File: config.mk
export PLATFORM = sky130hd
export DESIGN_NAME = seq_divider
export DESIGN_NICKNAME = d
export VERILOG_FILES = /design/src/rtl/seq_divider.sv
export SDC_FILE = /design/constraint.sdc
export NUM_CORES = 1
export LEC_CHECK = 0
export ABC_AREA = 1
export ABC_CLOCK_PERIOD_IN_PS = 3800
export BUFFER_PORTS_ARGS = -buffer_cell sky130_fd_sc_hd__buf_4
export CAP_MARGIN = 40
export CORE_MARGIN = 1
export CORE_UTILIZATION = 49
export CTS_CLUSTER_SIZE = 25
export DETAILED_ROUTE_END_ITERATION = 10
export PLACE_DENSITY = 0.69
export SYNTH_ARGS = -nofsm -noshare
export SYNTH_HDL_FRONTEND = slang
export SYNTH_SLANG_ARGS = --single-unit
File: constraint.sdc
create_clock -name clk -period 3.8 [get_ports clk]
set_clock_uncertainty 0.1 [all_clocks]
set_input_delay 0.38 -clock clk [delete_from_list [all_inputs] [get_ports clk]]
set_output_delay 0.38 -clock clk [all_outputs]
set_load 0.01 [all_outputs]
File: src/rtl/seq_divider.sv
// rtl/seq_divider.sv - multi-cycle unsigned non-restoring divider
// Accepts one divide per start in IDLE; WIDTH add/sub steps, then one remainder-fix cycle.
module seq_divider #(
   parameter int WIDTH = 16
) (
   input  logic             clk,
   input  logic             rst_n,
   input  logic             start,
   input  logic [WIDTH-1:0] dividend,
   input  logic [WIDTH-1:0] divisor,
   output logic             busy,
   output logic             done,
   output logic [WIDTH-1:0] quotient,
   output logic [WIDTH-1:0] remainder,
   output logic             div_by_zero
);

   localparam int CW = $clog2(WIDTH);

   typedef enum logic [1:0] {S_IDLE, S_RUN, S_FIX} state_t;

   state_t           state_q, state_d;
   logic [WIDTH-1:0] d_q, d_d;
   logic [WIDTH-1:0] q_q, q_d;
   logic [WIDTH:0]   r_q, r_d;
   logic [CW-1:0]    cnt_q, cnt_d;
   logic             zpend_q, zpend_d;
   logic             done_q, done_d;
   logic             dbz_q, dbz_d;
   logic [WIDTH-1:0] quot_q, quot_d;
   logic [WIDTH-1:0] rem_q, rem_d;

   logic [WIDTH:0]   dext, shifted, addend, step_sum, fix_r;

   // Subtract is the add of ~D with carry-in 1; the carry-in is the old sign inverted.
   assign dext     = {1'b0, d_q};
   assign shifted  = {r_q[WIDTH-1:0], q_q[WIDTH-1]};
   assign addend   = r_q[WIDTH] ? dext : ~dext;
   assign step_sum = shifted + addend + {{WIDTH{1'b0}}, ~r_q[WIDTH]};
   assign fix_r    = r_q[WIDTH] ? (r_q + dext) : r_q;

   assign busy        = (state_q != S_IDLE);
   assign done        = done_q;
   assign quotient    = quot_q;
   assign remainder   = rem_q;
   assign div_by_zero = dbz_q;

   always_ff @(posedge clk or negedge rst_n) begin
      if (!rst_n) begin
         state_q <= S_IDLE;
         d_q     <= '0;
         q_q     <= '0;
         r_q     <= '0;
         cnt_q   <= '0;
         zpend_q <= 1'b0;
         done_q  <= 1'b0;
         dbz_q   <= 1'b0;
         quot_q  <= '0;
         rem_q   <= '0;
      end else begin
         state_q <= state_d;
         d_q     <= d_d;
         q_q     <= q_d;
         r_q     <= r_d;
         cnt_q   <= cnt_d;
         zpend_q <= zpend_d;
         done_q  <= done_d;
         dbz_q   <= dbz_d;
         quot_q  <= quot_d;
         rem_q   <= rem_d;
      end
   end

   always_comb begin
      state_d = state_q;
      d_d     = d_q;
      q_d     = q_q;
      r_d     = r_q;
      cnt_d   = cnt_q;
      zpend_d = 1'b0;
      done_d  = 1'b0;
      dbz_d   = dbz_q;
      quot_d  = quot_q;
      rem_d   = rem_q;
      case (state_q)
         S_IDLE: begin
            // A zero-divisor request completes one edge after accept; Q still holds the dividend.
            if (zpend_q) begin
               done_d = 1'b1;
               dbz_d  = 1'b1;
               quot_d = '1;
               rem_d  = q_q;
            end
            if (start) begin
               d_d   = divisor;
               q_d   = dividend;
               r_d   = '0;
               cnt_d = '0;
               if (!zpend_q) begin
                  dbz_d = 1'b0;
               end
               if (divisor == '0) begin
                  zpend_d = 1'b1;
               end else begin
                  state_d = S_RUN;
               end
            end
         end
         S_RUN: begin
            r_d   = step_sum;
            q_d   = {q_q[WIDTH-2:0], ~step_sum[WIDTH]};
            cnt_d = cnt_q + 1'b1;
            if (cnt_q == CW'(WIDTH - 1)) begin
               state_d = S_FIX;
            end
         end
         S_FIX: begin
            r_d     = fix_r;
            quot_d  = q_q;
            rem_d   = fix_r[WIDTH-1:0];
            done_d  = 1'b1;
            state_d = S_IDLE;
         end
         default: begin
            state_d = S_IDLE;
         end
      endcase
   end

endmodule

==> flow_metrics.tcl <==
set metrics [dict create \
    power-per-cell-area_mw_per_mm2 986 \
    start_util 0.506 \
    worst_slack_ps 976 \
    fin_crit_sh 0.743 \
    grt_pass1_wl_mm 26.8 \
    clkPwrFrac 0.139 \
    clk_pin_slew_ps 70 \
    grt_pass1_vias 5411 \
    die-area_mm2 0.0123 \
    min_path_type "in -> reg" \
    wire_per_inst_um 15.6 \
    fin_area_mm2 0.00677 \
    slew_headroom 0.476 \
    p_switching_mw 3.31 \
    hold_path_end "d_q[14]" \
    drv_cap 0 \
    hold_start "divisor[14]" \
    cts_num_sinks 90 \
    globalplace.congestion 0.916 \
    drt_iter0_drc 465 \
    rrSetupSlack_ps 980 \
    fillers 1056 \
    crit_type "reg -> reg" \
    timing.final.crit_period_ps 2820 \
    root_buffer "clkbuf_16" \
    fin_tns_setup_ps 0 \
    crit_path_start_kind "flop" \
    slew_viol_final 0 \
    htree_num_levels 3 \
    finalPower_mw 6.68 \
    comb_power_share 0.587 \
    p_seq_frac 0.274 \
    synthesis.nets 893 \
    hold_viol 0 \
    ant_nets 0 \
    syn2layout_area_growth_pct 16.2 \
    cts_setup_buffers 0 \
    cp_data_arrival_time_ps 2970 \
    grt_start_max_net_pins 45 \
    clk_latency_ps 360 \
    syn_area_per_cell_um2 7.10 \
    num_vias 5608 \
    drt-pass1-iter-count 8 \
    rsz0062_at_grt "no" \
    overflow 0 \
    dpl-instance-area_mm2 0.00646 \
    via_per_inst 5.46 \
    hold_ws_ps 127 \
    status "finished with violations" \
    whs_path_depth 3 \
    nets 952 \
    cts_buffer_depth 2 \
    coreArea_mm2 0.0115 \
    ys_seq_area_frac 0.386 \
    p_int_mw 3.37 \
    wl_mm 16.1 \
    r2r_start "r_q[16]" \
    violations "DRC" \
    critPathRequiredTime_ps 3950 \
    peakVddDrop_v 0.000398 \
    worst_pin_slew_ps 786 \
    io_pins 70 \
    drc 16 \
    ctsHoldBuffers 1 \
    power.leakage_nw 3.52 \
    p_sw_frac 0.496 \
    grt_usage 0.275 \
    final_cell_mix "nand2_1, dfrtp_1, nor2_1, buf_4, a21oi_1" \
    syn_inst 821 \
    grt_antenna_before_repair 0 \
    yosys_warnings 0 \
    layout-drive-gt1-share 0.122 \
    path_max_fanout 19 \
    setup.worst_path.end_class "flop" \
    die_height_um 111 \
    reg2reg_depth 13 \
    cts_made_buffers 9 \
    dieWidth_um 111 \
    reg2reg_to "r_q[16]" \
    cts_tree "done" \
    yosysUniqueCellTypes 37 \
    hpwl_mm 12.1 \
    setup_viol 0 \
    layout_commonest_cell "nand2_1" \
    fmax_ghz 0.354 \
    fp-row-count 39 \
    port_buffers 69 \
    dpl_worst_slack_ps 1050 \
    ctsResizeCount 0 \
    insertedDiodeCount 0 \
    netlist_area_mm2 0.00583 \
    ys_ff_latch 90 \
]
cells by family after synthesis:
| logic type | after synthesis | share of synthesized area |
|---|---|---|
| fa+ha+maj | 37 | 0.0820 |
| flops | 90 | 0.386 |
| xor+xnor | 19 | 0.0286 |
| buf+inv | 87 | 0.0610 |
| simple gates | 431 | 0.294 |
| compound gates | 157 | 0.148 |
cell type report:
type	count	area (um2)	area share
Clock inverter	6	65.1	0.00961
Multi-Input combinational cell	644	3220	0.476
Sequential cell	90	2250	0.333
Inverter	58	220	0.0325
Tap cell	143	179	0.0264
Clock buffer	10	239	0.0353
Timing Repair Buffer	77	593	0.0876
registers in the layout, indices dropped and copies added (netlist names), 2 cells and up:
name	flops
cnt_q	4
state_q	2
r_q	17
q_q	16
quotient	16
remainder	16
d_q	16
power by group through the flow:
stage | logic (mW) | registers (mW) | clock network [mW]
after floorplan | 2.80 | 1.75 | 0
after global placement | 3.77 | 1.83 | 0
after detailed placement | 3.85 | 1.84 | 0
after CTS | 3.88 | 1.82 | 0.936
after global routing | 4.43 | 1.89 | 0.966
final | 3.92 | 1.83 | 0.930
worst max-delay path, stage by stage, from the launching register on:
cell      delay [ps]
dfrtp_1          850
buf_4            280
xnor2_1          130
ha_1             300
nand2_1          150
inv_1             60
a21oi_1          230
nor2_1            80
nor2_1           140
nand3b_1          90
nand3_1          120
nand2_1           60
nand2_1           50
nand2_1           60
stage by stage:
step,util,instances
global route,0.588,1028
global placement,0.559,1010
finish,0.588,1028
floorplan,-,821
CTS,0.588,1028
detailed placement,0.561,1011
cells in the mapped netlist (all sizes together):
library cell / n / area [um2]
o22ai: 1 / 6.26
xor2: 2 / 17.5
fa: 2 / 40.0
buf: 15 / 82.6
o21bai: 1 / 7.51
nand4: 1 / 6.26
a211oi: 1 / 7.51
a21oi: 74 / 389
o21ai: 52 / 264
a31oi: 18 / 113
or2: 2 / 12.5
xnor2: 17 / 149
nand3b: 6 / 45.0
a21o: 4 / 30.0
dfrtp: 90 / 2250
clkbuf: 14 / 52.6
nand2: 295 / 1120
nor3: 5 / 25.0
ha: 35 / 438
o211ai: 3 / 22.5
nor4: 5 / 31.3
and2: 1 / 6.26
nor2: 88 / 330
inv: 58 / 220
nand3: 28 / 140
o21a: 3 / 22.5
worst max-delay path by stage:
stage / start / to / slack, ps / depth (start not counted)
final: r_q[16] / r_q[16] / 980 / 13
after global routing: r_q[16] / r_q[12] / 750 / 14
after CTS: r_q[16] / r_q[16] / 1030 / 13
after detailed placement: r_q[16] / r_q[16] / 1050 / 13
after global placement: r_q[16] / r_q[16] / 1130 / 13
after floorplan: r_q[16] / r_q[16] / 1240 / 17
metal layers:
metal / part of all wire / up-vias / global-route usage
met5: 0 / - / 0
met4: 0.026 / 0 / 0.108
met3: 0.050 / 29 / 0.0487
met2: 0.45 / 153 / 0.444
met1: 0.47 / 2631 / 0.368
li1: - / 2795 / -
Power figures use the tool's default switching activity.
